`src/rtl/fp_mem_sequencer.sv`:
```
// rtl/fp_mem_sequencer.sv - multi-word FP data-memory access sequencer
// Issues 1..MAX_WORDS consecutive single-port memory accesses and assembles load words.
module fp_mem_sequencer #(
   parameter int DATA_W    = 32,
   parameter int ADDR_W    = 7,
   parameter int MAX_WORDS = 2,
   parameter bit HI_FIRST  = 1'b1,
   localparam int NW = (MAX_WORDS > 1) ? $clog2(MAX_WORDS) : 1,
   localparam int BW = DATA_W * MAX_WORDS
) (
   input  logic              i_clk,
   input  logic              i_rst,
   input  logic              i_req_valid,
   output logic              o_req_ready,
   input  logic              i_req_wr,
   input  logic [NW-1:0]     i_req_nm1,
   input  logic [ADDR_W-1:0] i_req_addr,
   input  logic [BW-1:0]     i_req_wdata,
   output logic              o_busy,
   output logic              o_rsp_valid,
   output logic [BW-1:0]     o_rsp_rdata,
   output logic              o_cen,
   output logic              o_wen,
   output logic              o_oen,
   output logic [ADDR_W-1:0] o_a,
   output logic [DATA_W-1:0] o_data2mem,
   input  logic [DATA_W-1:0] i_read_data_mem
);
   localparam int CW = $clog2(MAX_WORDS + 1);
   localparam logic [CW-1:0] ONE = CW'(1);

   typedef enum logic [1:0] {S_IDLE, S_XFER, S_LAST, S_DONE} state_t;

   state_t            r_state;
   logic              r_wr;
   logic [CW-1:0]     r_n;
   logic [CW-1:0]     r_idx;
   logic [ADDR_W-1:0] r_addr;
   logic [BW-1:0]     r_wdata;
   logic [CW-1:0]     w_n;
   logic [CW-1:0]     w_idx_nx;
   logic [ADDR_W-1:0] w_a_nx;

   // Word slot inside the wide bus that belongs to access number idx.
   function automatic logic [CW-1:0] f_slot(input logic [CW-1:0] idx, input logic [CW-1:0] n);
      return HI_FIRST ? (n - ONE - idx) : idx;
   endfunction

   always_comb begin
      w_n = CW'(MAX_WORDS);
      if (int'(i_req_nm1) < MAX_WORDS - 1) w_n = CW'(i_req_nm1) + ONE;
      w_idx_nx = r_idx + ONE;
      w_a_nx   = r_addr + ADDR_W'(w_idx_nx);
   end

   always_ff @(posedge i_clk) begin
      if (i_rst) begin
         r_state     <= S_IDLE;
         r_wr        <= 1'b0;
         r_n         <= '0;
         r_idx       <= '0;
         r_addr      <= '0;
         r_wdata     <= '0;
         o_req_ready <= 1'b1;
         o_busy      <= 1'b0;
         o_rsp_valid <= 1'b0;
         o_rsp_rdata <= '0;
         o_cen       <= 1'b1;
         o_wen       <= 1'b1;
         o_oen       <= 1'b1;
         o_a         <= '0;
         o_data2mem  <= '0;
      end else begin
         case (r_state)
            S_IDLE: begin
               if (i_req_valid) begin
                  r_state     <= S_XFER;
                  r_wr        <= i_req_wr;
                  r_n         <= w_n;
                  r_idx       <= '0;
                  r_addr      <= i_req_addr;
                  r_wdata     <= i_req_wdata;
                  o_rsp_rdata <= '0;
                  o_req_ready <= 1'b0;
                  o_busy      <= 1'b1;
                  o_cen       <= 1'b0;
                  o_wen       <= ~i_req_wr;
                  o_oen       <= i_req_wr;
                  o_a         <= i_req_addr;
                  o_data2mem  <= i_req_wr ? i_req_wdata[f_slot('0, w_n)*DATA_W +: DATA_W] : '0;
               end
            end
            S_XFER: begin
               // Read data arrives one cycle late, so this cycle returns the previous access.
               if (!r_wr && r_idx != '0)
                  o_rsp_rdata[f_slot(r_idx - ONE, r_n)*DATA_W +: DATA_W] <= i_read_data_mem;
               if (r_idx == r_n - ONE) begin
                  o_cen       <= 1'b1;
                  o_wen       <= 1'b1;
                  o_oen       <= 1'b1;
                  o_a         <= '0;
                  o_data2mem  <= '0;
                  o_rsp_valid <= r_wr;
                  r_state     <= r_wr ? S_DONE : S_LAST;
               end else begin
                  r_idx      <= w_idx_nx;
                  o_a        <= w_a_nx;
                  o_data2mem <= r_wr ? r_wdata[f_slot(w_idx_nx, r_n)*DATA_W +: DATA_W] : '0;
               end
            end
            S_LAST: begin
               o_rsp_rdata[f_slot(r_idx, r_n)*DATA_W +: DATA_W] <= i_read_data_mem;
               o_rsp_valid <= 1'b1;
               r_state     <= S_DONE;
            end
            S_DONE: begin
               o_rsp_valid <= 1'b0;
               o_busy      <= 1'b0;
               o_req_ready <= 1'b1;
               r_state     <= S_IDLE;
            end
            default: r_state <= S_IDLE;
         endcase
      end
   end
endmodule
```
`config.mk`:
```
export PLATFORM = sky130hd
export DESIGN_NAME = fp_mem_sequencer
export DESIGN_NICKNAME = d
export VERILOG_FILES = /design/src/rtl/fp_mem_sequencer.sv
export SDC_FILE = /design/constraint.sdc
export NUM_CORES = 1
export LEC_CHECK = 0
export CAP_MARGIN = 20
export CORE_ASPECT_RATIO = 1.5
export CORE_MARGIN = 2
export CORE_UTILIZATION = 25
export CTS_BUF_LIST = sky130_fd_sc_hd__clkbuf_4
export CTS_CLUSTER_SIZE = 24
export DETAILED_ROUTE_END_ITERATION = 6
export HOLD_SLACK_MARGIN = 0.12
export SYNTH_ARGS = -nofsm -noshare
export SYNTH_HDL_FRONTEND = slang
export SYNTH_SLANG_ARGS = --single-unit
```
`constraint.sdc`:
```
create_clock -name i_clk -period 3.6 [get_ports i_clk]
set_input_delay 0.54 -clock i_clk [delete_from_list [all_inputs] [get_ports i_clk]]
set_output_delay 0.54 -clock i_clk [all_outputs]
set_load 0.01 [all_outputs]
```
Word level (Yosys, flattened, before mapping)
Index checks and enable logic that the tools add are counted.
{"block": "classes", "bitwise": 1, "reduce_logical": 16, "magnitude_cmp": 1, "add_sub_neg": 11, "shift": 6, "muxes": 33, "n_eq_ne": 8}
{"cell": "case mux 64 bit (3 select lines)", "count": 1}
{"cell": "bitwise mux 64 bit", "count": 2}
{"cell": "2-to-1 mux 32 bit", "count": 4}
{"cell": "2-to-1 mux 64 bit", "count": 2}
{"cell": "variable shift 32 x 34 -> 64 bit (first input constant)", "count": 2}
{"cell": "variable part select 32 x 34 -> 64 bit", "count": 2}
{"cell": "variable part select 64 x 8 -> 32 bit", "count": 2}
{"cell": "negator 7 -> 34 bit", "count": 2}
{"cell": "case mux 32 bit (2 select lines)", "count": 1}
{"cell": "2-to-1 mux 7 bit", "count": 2}
{"cell": "case mux 7 bit (2 select lines)", "count": 1}
{"cell": "2-to-1 mux 2 bit", "count": 5}
{"cell": "case mux 1 bit (2 select lines)", "count": 5}
{"cell": "AND reduction 2 bit", "count": 5}
{"cell": "AND reduction 3 bit", "count": 3}
{"cell": "inequality test 2 bit (second input constant)", "count": 4}
{"cell": "case mux 2 bit (4 select lines)", "count": 1}
{"cell": "adder 7 x 2 -> 7 bit", "count": 1}
{"cell": "2-to-1 mux 1 bit", "count": 7}
{"cell": "nonzero test 2 bit", "count": 3}
{"cell": "nonzero test 3 bit", "count": 2}
{"cell": "subtractor 2 x 1 -> 2 bit (second input constant)", "count": 3}
{"cell": "subtractor 2 bit", "count": 3}
{"cell": "== test 2 bit (second input constant)", "count": 2}
{"cell": "other kinds (11)", "count": 11}
{"block": "totals", "elab_cells": 91, "out_inout_bits": 109, "regBits": 187}

Depth between registers and ports, before layout
Gate-level depths: netlist (run 1).
{"block": "logic_depth", "ltp_word": 7, "mapped_depth": 12, "mapped_depth_nobuf": 8}

Worst setup path after synthesis (run 1)
No wires, ideal clock.
{"block": "synth_path", "path_type": "register to register", "start": "reg r_n[0]", "end": "reg o_rsp_rdata[62]", "required_time_ns": 3.526, "n_path_buf": 4, "setup_slack_ns": 0.810, "stages_incl_launch_ff": 13, "t_arrival_ns": 2.716, "path_cell_list": "dfxtp_1 inv_1 ha_1 buf_2 inv_2 buf_1 ha_1 clkbuf_1 nor3b_2 clkbuf_1 a22o_1 a22oi_1 o21ai_0"}
{"block": "synth_via", "elab_chain_cells": 7}
{"element": "from (decl)", "line": "36", "source": "logic [CW-1:0] r_n;"}
{"element": "from (signal assigned)", "line": "79", "source": "r_n <= w_n;"}
{"element": "subtractor 2 x 1 -> 2 bit *", "line": "46", "source": "return HI_FIRST ? (n - ONE - idx) : idx;"}
{"element": "subtractor 2 bit", "line": "46"}
{"element": "negator 7 -> 34 bit", "line": "96", "source": "o_rsp_rdata[f_slot(r_idx - ONE, r_n)*DATA_W +: DATA_W] <= i_read_data_mem;"}
{"element": "variable part select 32 x 34 -> 64 bit / variable shift 32 x 34 -> 64 bit (equally long branches)", "line": "96"}
{"element": "bitwise mux 64 bit", "line": "96"}
{"element": "2-to-1 mux 64 bit", "line": "95", "source": "if (!r_wr && r_idx != '0)"}
{"element": "case mux 64 bit (3 select lines) *", "line": "74", "source": "case (r_state)"}
{"element": "to (signal, indexed assignment)", "line": "96"}
{"element": "to (signal, indexed assignment)", "line": "112", "source": "o_rsp_rdata[f_slot(r_idx, r_n)*DATA_W +: DATA_W] <= i_read_data_mem;"}
{"element": "to (decl)", "line": "21", "source": "output logic [BW-1:0] o_rsp_rdata,"}
Every way passes the cells marked *; elsewhere a longest branch is shown, timed or not. The select of a mux whose other input is x is not followed.
A chain may end at the register's enable or synchronous reset.

Final worst setup path (run 1)
{"block": "layout_path", "start": "reg r_n[0]", "end": "reg o_rsp_rdata[27]"}
The elaborated chain is that of the path after synthesis.

==> results by stage, run 1 <==
Synthesis:
- The xor and xnor fraction of the mapped netlist area is 1.07%.
- The synthesized design devotes to its leading area cell type 36.4% of total area.
- After technology mapping, the gate count stands at about 1.3k.
- After synthesis, the mean cell area works out to between 8 and 9 um^2.
- After synthesis, the netlist uses 56 different library cells.
- For this run, the leading register cell type out of synthesis is sky130_fd_sc_hd__dfxtp_1.
- Counting instances in the post-synthesis netlist gives the leading cell types as 248 x sky130_fd_sc_hd__nand2_1, 187 x sky130_fd_sc_hd__dfxtp_1, 150 x sky130_fd_sc_hd__a21oi_1.
- The largest total area in the synthesized netlist belongs to sky130_fd_sc_hd__dfxtp_1.
- Summing the areas of all and, or, nand and nor instances in the mapped netlist gives 17.6% of the synthesized area.
- The post-synthesis sequential element count is 187.
- The count of flip-flops with a built-in enable after synthesis is 0.
- The count of warnings emitted by yosys is 0.
- The fraction of synthesized area in multiplexers is 7.10%.
- The synthesized netlist devotes 30.1% of its cell area to compound gates.
- Counting flops with an async set or reset pin after synthesis yields a share of 0%.
- In the post-synthesis netlist, the biggest area contributors are sky130_fd_sc_hd__dfxtp_1 36%, sky130_fd_sc_hd__nand2_1 9.0%, sky130_fd_sc_hd__a21oi_1 7.3%, sky130_fd_sc_hd__mux2_2 7.0%, sky130_fd_sc_hd__a22o_1 5.4%.
- The most common cell in the synthesized netlist is sky130_fd_sc_hd__nand2_1.
- The combinational family with the most area after synthesis is compound AO/OA/AOI/OAI gates.
- The part of the Yosys area used for sequential elements is 36.4%.
- The area of the mapped netlist is 10300 um^2.
- The number of nets handed over by synthesis was 1391.
- Of the total synthesized cell area, the portion taken by full adders, half adders and majority gates is 1.90%.

Route:
- The first TritonRoute pass finished after 5 iterations.
- The via count normalized by instance count is 5.29.
- After detailed routing, the average wire length per cell comes to 19.2 um.
- In the routed design, unresolved DRC markers number 0.
- Summed over all layers, the routed wires come to roughly 37000 um.
- The first routing iteration left 655 violations.
- The count of vias placed by the detailed router is 10.2k.
- In this run the remaining antenna-violating nets after routing total 0.

Floorplan:
- The number of placement rows is between 90 and 100.
- The die width is 170 um.
- In this run the count of I/O pins placed on the die edge is 217.
- The vertical die dimension is ~250 um.
- The full die area is 42900 um^2.
- The core region is slightly above 40000 um^2.
- Once the floorplan was initialized, standard cells occupied 25.2% of the core.

Global route:
- Entering global routing, the biggest net connects 76 pins.
- The global-route wire length before repair is about 57000 um.
- Global routing used 17.0% of the available tracks across all layers.
- The number of global-route vias before repair came to 10.1k.
- The sum of overflow across all layers after global routing is 0.
- The initial antenna violation count was 4.

Critical path:
- The kind of critical path is reg -> reg.
- The path depth of the worst reg2reg path is 9.
- At the worst endpoint, the arrival time is ~3.4 ns.
- Of all nets on the critical path, the largest fanout is 37.
- Data on the critical path is required at its endpoint by 4.20 ns.
- The type of element capturing the critical path is a flip-flop.
- The nature of the critical path startpoint is a flip-flop.

Placed design:
- The half-perimeter wire length of the detailed placement result is ~24000 um.
- Routability-driven placement finished with a final weighted congestion of 0.768.
- Once placement finished, the instance area stood at 12900 um^2.
- The count of buffers inserted at the top-level ports is 216.

Clock network:
- The post-CTS resize count is 0.
- Counting along the longest clock path gives a buffer depth of 2.
- The clock network latency to the later pin of the worst-skew pair is 0.67 ns.
- The number of buffers inserted by hold repair at cts is 0.
- The number of buffers created by CTS is 17.
- The number of H-tree levels is 4.
- The CTS tree is built.
- Clock tree synthesis found a total of between 150 and 200 sinks.
- The count of buffers added by post-CTS timing repair for setup is 0.
- The library cell used as clock root buffer is sky130_fd_sc_hd__clkbuf_4.
- The clock slew seen by the registers of the worst setup and hold paths is 0.19 ns.

STA:
- Setup repair after global routing left no endpoint under its margin.
- The count of endpoints failing hold in the final timing report is 0.
- Counting I/O delays and the setup requirement, the final critical path takes 2.81 ns.
- The number of slew-limit violations in the final report came to 0.
- Setup violations remaining at the end of the flow were counted as 0.
- Timing would allow up to 356 MHz.
- The clock arrives with ~0.037 ns of skew.
- The headroom to the max-slew limit is a little under a third.
- For the pin with the worst max-slew slack, the measured transition is 1.03 ns.
- Summed over all failing endpoints, the final setup total negative slack is 0 ns.
- The fraction of the cycle the final worst path needs is 78.1%.

Finish:
- The final layout net count is 1527.
- The final design area excluding fillers is between 10000 and 15000 um^2.
- Relative to the synthesized area, the layout overhead comes to 28.5%.
- The fraction of final layout cells with drive strength greater than 1 is 12.6%.
- The final-layout fill cell count is roughly 4.2k.

Power:
- The maximum vdd ir drop is 0.579 mV.
- The power density over the cells is 735 nW/um^2.
- The leakage power is 4.37 nW.

Status:
- The run finished with clean final reports.

Min path:
- The worst hold path depth is 2.
- In this run the worst hold path is classified as in -> reg.

Flow run:
- Across the run, the number of max-cap violations was 0.
==> cells in the final DEF (no fill, tap or decap), drive strengths merged, types with 14 or more instances in the layout <==
cell           Yosys  layout
nor2b             33      33
mux2              64      64
o21ai             45      45
a211oi            38      38
a22oi             32      32
ha                14      14
nor3              39      39
clkbuf            86      17
nand4             32      32
nand2            248     248
o211ai            64      64
a22o              64      64
a21oi            151     151
clkdlybuf4s50      0     214
nor2              43      43
a21boi            32      32
buf               41      30
inv               14      19
dfxtp            187     187
==> logic make-up (layout without fill, tap and decap cells) <==
logic type      Yosys count  in the layout
compound gates          441            441
xor+xnor                  9              9
fa+ha+maj                15             15
buf+inv                 142            291
flops                   187            187
mux                      65             65
other cells               0              2
simple gates            409            409
==> worst paths after layout <==
path | slack (ns) | to | start
setup / recovery | 0.79 | o_rsp_rdata[27]$_SDFFE_PP0P_ | r_n[0]$_SDFFE_PP0P_
hold / removal | 0.27 | r_idx[1]$_SDFFE_PP0P_ | i_rst
setup reg to reg | 0.79 | o_rsp_rdata[27]$_SDFFE_PP0P_ | r_n[0]$_SDFFE_PP0P_
hold reg to reg | 0.46 | r_wdata[36]$_SDFFE_PP0P_ | r_wdata[36]$_SDFFE_PP0P_
==> layout make-up <==
class / instances / area (um^2) / share of cell area, %
Inverter: 15 / 56.3 / 0.426
Tap cell: 511 / 639 / 4.83
Timing Repair Buffer: 244 / 2430 / 18.4
Sequential cell: 187 / 3740 / 28.3
Multi-Input combinational cell: 939 / 6000 / 45.4
Clock inverter: 15 / 224 / 1.69
Antenna cell: 2 / 5.00 / 0.0378
Clock buffer: 17 / 128 / 0.965
==> metal layers <==
layer	track usage [%]	wire length (um)	share of wire, %	vias to the layer above
met3	3.16	1680	4.5	72
met2	31.4	19600	53	336
met1	18.5	14400	39	4961
li1	-	-	-	4837
met5	0	25	0.068	-
met4	8.21	1310	3.5	4
==> through the flow <==
stage	instances	hold slack (ns)	setup WS [ns]	util [%]	total power, mW
6_report	1930	0.275	0.787	32.4	9.73
2_1_floorplan	1268	0.433	0.810	-	6.29
5_1_grt	1930	0.221	0.557	32.4	10.4
4_1_cts	1928	0.201	0.778	32.4	9.84
3_5_place_dp	1896	0.446	0.816	31.5	8.38
3_3_place_gp	1894	0.439	0.711	31.4	8.26
==> power breakdown <==
group | internal (mW) | switching (mW) | total (mW) | leakage, nW
clock | 0.464 | 0.947 | 1.41 | 0.182
sequential | 2.47 | 0.249 | 2.72 | 1.53
combinational | 1.91 | 3.68 | 5.59 | 2.66
total | 4.85 | 4.87 | 9.73 | 4.37
==> registers in the layout, indices dropped and copies added, names as in the netlist <==
| signal | flops |
|---|---|
| r_idx | 2 |
| r_wdata | 64 |
| o_oen | 1 |
| r_n | 2 |
| o_rsp_rdata | 64 |
| o_busy | 1 |
| r_state | 2 |
| o_a | 7 |
| o_req_ready | 1 |
| o_rsp_valid | 1 |
| o_wen | 1 |
| r_addr | 7 |
| o_data2mem | 32 |
| r_wr | 1 |
| o_cen | 1 |
==> critical path, stage by stage, from the launching register on <==
cell and delay [ns]:
sky130_fd_sc_hd__dfxtp_1 0.51, sky130_fd_sc_hd__inv_1 0.12, sky130_fd_sc_hd__ha_4 0.37, sky130_fd_sc_hd__inv_2 0.09
sky130_fd_sc_hd__buf_4 0.39, sky130_fd_sc_hd__ha_1 0.25, sky130_fd_sc_hd__and3_1 0.32, sky130_fd_sc_hd__buf_4 0.36
sky130_fd_sc_hd__a21oi_1 0.11, sky130_fd_sc_hd__o211ai_1 0.18
Note: power is estimated with default switching activity, not from simulation.
==> run 2, diff against run 1 <==
==> constraint.sdc (replaced) <==
create_clock -name i_clk -period 2.27 [get_ports i_clk]
set_input_delay 0.3405 -clock i_clk [delete_from_list [all_inputs] [get_ports i_clk]]
set_output_delay 0.3405 -clock i_clk [all_outputs]
set_load 0.01 [all_outputs]
==> run 2 against run 1 <==
Critical endpoint is now o_rsp_rdata[39]$_SDFFE_PP0P_. Largest power group unchanged. Setup slack lost 0.73 ns. Sequential share of layout area decreased by 0.89 points. Clock power rose by 45%.
==> results by stage, run 2 (synthesized netlist as in run 1, its figures left out) <==
Clock network:
- The library cell used as clock root buffer is sky130_fd_sc_hd__clkbuf_4.
- Clock-pin slew was measured on the worst setup and hold paths at 0.19 ns.
- The total number of clock tree sinks is between 150 and 200.
- The CTS tree is built.
- The maximum number of buffers from clock root to sink is 2.
- The number of H-tree levels is 4.
- The clock network latency to the later pin of the worst-skew pair is ~0.65 ns.
- Buffers inserted during clock tree synthesis total 17.

Route:
- The first detailed-routing pass ran for 5 iterations.
- The via count normalized by instance count is 5.30.
- The antenna violation net count after detailed routing is 0.
- The final routed DRC violation total is 0.
- The final wirelength is roughly 38000 um.
- The number of DRC markers after the initial detailed-route iteration is 680.
- The average routed wire per standard cell is between 15 and 20 um.
- Across all layers, the routed design uses just over 10k vias.

Global route:
- The first global-routing pass estimated around 57000 um of wire.
- The total routing usage reported by global routing is between 10% and 20%.
- The initial antenna violation count is 4.
- Entering global routing, the biggest net connects 71 pins.
- After global routing the overflow that remains totals 0.
- The number of global-route vias before repair is 10.1k.

Critical path:
- The kind of critical path is reg -> reg.
- The slowest stage of the critical path is the sky130_fd_sc_hd__xnor3_2 cell.
- Walking the worst path, the cells encountered are xnor3_2 -> xnor2_2 -> ha_4 -> nor3b_4 -> buf_6 -> buf_12 -> a22o_1 -> a22oi_2 -> o21ai_1.
- Data on the critical path arrives at its endpoint at 2.80 ns.
- The delay contributed by the slowest stage of the critical path is about 0.47 ns.
- For the worst setup path, the data required time is approximately 2.9 ns.
- STA classifies the critical path endpoint as a flip-flop.
- The nature of the critical path startpoint is a flip-flop.
- The maximum fanout along the worst path is 8.

Floorplan:
- The core outline area is about 41000 um^2.
- The initial utilization of the core area, before any placement, comes to ~25%.
- The floorplan step defined a die boundary enclosing 42900 um^2.
- Row generation in the floorplan step produced 91 rows.
- ~220 I/O pins were placed.
- The vertical die dimension is between 200 and 300 um.
- From left edge to right edge, the die measures 170 um.

STA:
- The shortest period the worst path allows is 2.22 ns.
- Hold timing on the final database bottoms out at a slack of roughly 0.24 ns.
- Setup violations remaining at the end of the flow were counted as 0.
- The fraction of the cycle the final worst path needs is a little over nine tenths.
- The worst pin sits at a relative slew slack of roughly two fifths.
- The count of endpoints failing hold in the final timing report is 0.
- Timing would allow up to 451 MHz.
- In the post-route analysis, the smallest setup slack over all paths is 0.0539 ns.
- The worst setup skew after layout is 0.0402 ns.
- The number of slew-limit violations in the final report is 0.
- The slew at the pin closest to its max-slew limit is between 0.9 and 1 ns.
- Setup repair after global routing could not meet its margin everywhere.

Status:
- The flow ran to the end, and the final reports show no timing, DRC or antenna violations.

Finish:
- The largest registers in the layout are o_rsp_rdata (64), r_wdata (64), o_data2mem (32).
- The area growth from synthesis to layout is 32.9%.
- In the final design database the tool counted 1557 nets.
- Leaving out fill and tap cells, the most frequent cells in the layout are 247 x sky130_fd_sc_hd__nand2_1, 214 x sky130_fd_sc_hd__clkdlybuf4s50_1, 183 x sky130_fd_sc_hd__dfxtp_1.
- The library cell used most frequently in the layout, excluding fill and tap cells, is sky130_fd_sc_hd__nand2_1.
- Cells with a size suffix above 1 make up 15.5% of the layout.

Placed design:
- Prior to clock tree synthesis, the placed netlist has a worst setup slack of 0.0195 ns.
- The half-perimeter wire length of the detailed placement result is 24500 um.
- At the end of routability-driven placement, the weighted congestion stood at around 0.77.
- The count of buffers inserted at the top-level ports is 216.

Min path:
- The path category of the worst min-delay check is in -> reg.

Flow run:
- The number of max-capacitance violations reported is 0.

Power:
- The overall power is 16.3 mW.
- Dividing total power by cell area gives a power density of 1190 nW/um^2.
- The maximum vdd ir drop is between 0.7 and 0.8 mV.
- The analysis attributes to cell leakage a power of about 4.6 nW.
-- run 2: final timing paths --
kind,start,to,slack (ns),cells after the start
min reg2reg,r_wdata[35]$_SDFFE_PP0P_,r_wdata[35]$_SDFFE_PP0P_,0.47,2
max reg2reg,r_n[1]$_SDFFE_PP0P_,o_rsp_rdata[39]$_SDFFE_PP0P_,0.05,9
min,i_req_wdata[2],r_wdata[2]$_SDFFE_PP0P_,0.24,3
max,r_n[1]$_SDFFE_PP0P_,o_rsp_rdata[39]$_SDFFE_PP0P_,0.05,9
-- run 2: repair_timing --
action,in CTS,in global routing
hold endpoints to repair,5,0
buffers inserted,0,2
pin swaps,0,3
setup endpoints to repair,2,48
hold buffers,2,0
gates cloned,0,3
gates resized for setup,1,23
-- run 2: layout make-up --
cell class	instances	area, um^2
flip-flops and latches	187	3750
fillers	4178	27200
inverters	15	58.8
diodes	3	7.51
clock inverters	15	179
well taps	511	639
repair buffers	274	2840
clock buffers	17	128
multi-input cells	939	6080
-- run 2: metal layers --
metal	vias to the layer above	part of all wire (%)	track usage (%)
li1	4896	-	-
met1	5048	39	18.7
met2	373	53	31.2
met3	69	5.2	3.15
met4	2	3.2	7.86
met5	-	0.037	0
-- run 2: worst max-delay path, delay by kind of cell, from the launching register on --
family                   cells  cell delay (ns)
flip-flops                   1             0.36
buffers and inverters        2             0.30
adder cells (fa/ha/maj)      1             0.24
XOR/XNOR                     2             0.66
AO/OA/AOI/OAI                3             0.39
AND/OR/NAND/NOR              1             0.21
-- run 2: power by group --
group	switching [mW]	total [mW]	internal, mW
registers	0.398	4.33	3.93
logic	6.21	9.88	3.68
clock network	1.44	2.04	0.608
total	8.04	16.3	8.21
-- run 2: metrics by stage --
step	setup TNS, ns	instance area [um^2]	cells	utilization (%)
2_1_floorplan	-3.45	10400	1268	-
3_3_place_gp	0	13200	1919	32.2
3_5_place_dp	0	13200	1919	32.2
4_1_cts	0	13500	1953	33.0
5_1_grt	-1.10	13700	1961	33.5
6_report	0	13700	1961	33.5
==> run 3, diff against run 2 <==
--- a/config.mk
+++ b/config.mk
@@ -10,7 +10,7 @@
 export CORE_MARGIN = 2
 export CORE_UTILIZATION = 25
 export CTS_BUF_LIST = sky130_fd_sc_hd__clkbuf_4
-export CTS_CLUSTER_SIZE = 24
+export CTS_CLUSTER_SIZE = 40
 export DETAILED_ROUTE_END_ITERATION = 6
 export HOLD_SLACK_MARGIN = 0.12
 export SYNTH_ARGS = -nofsm -noshare
==> results of run 3 <==
Same layout as run 2: the final DEF is identical, and so are final timing and power.
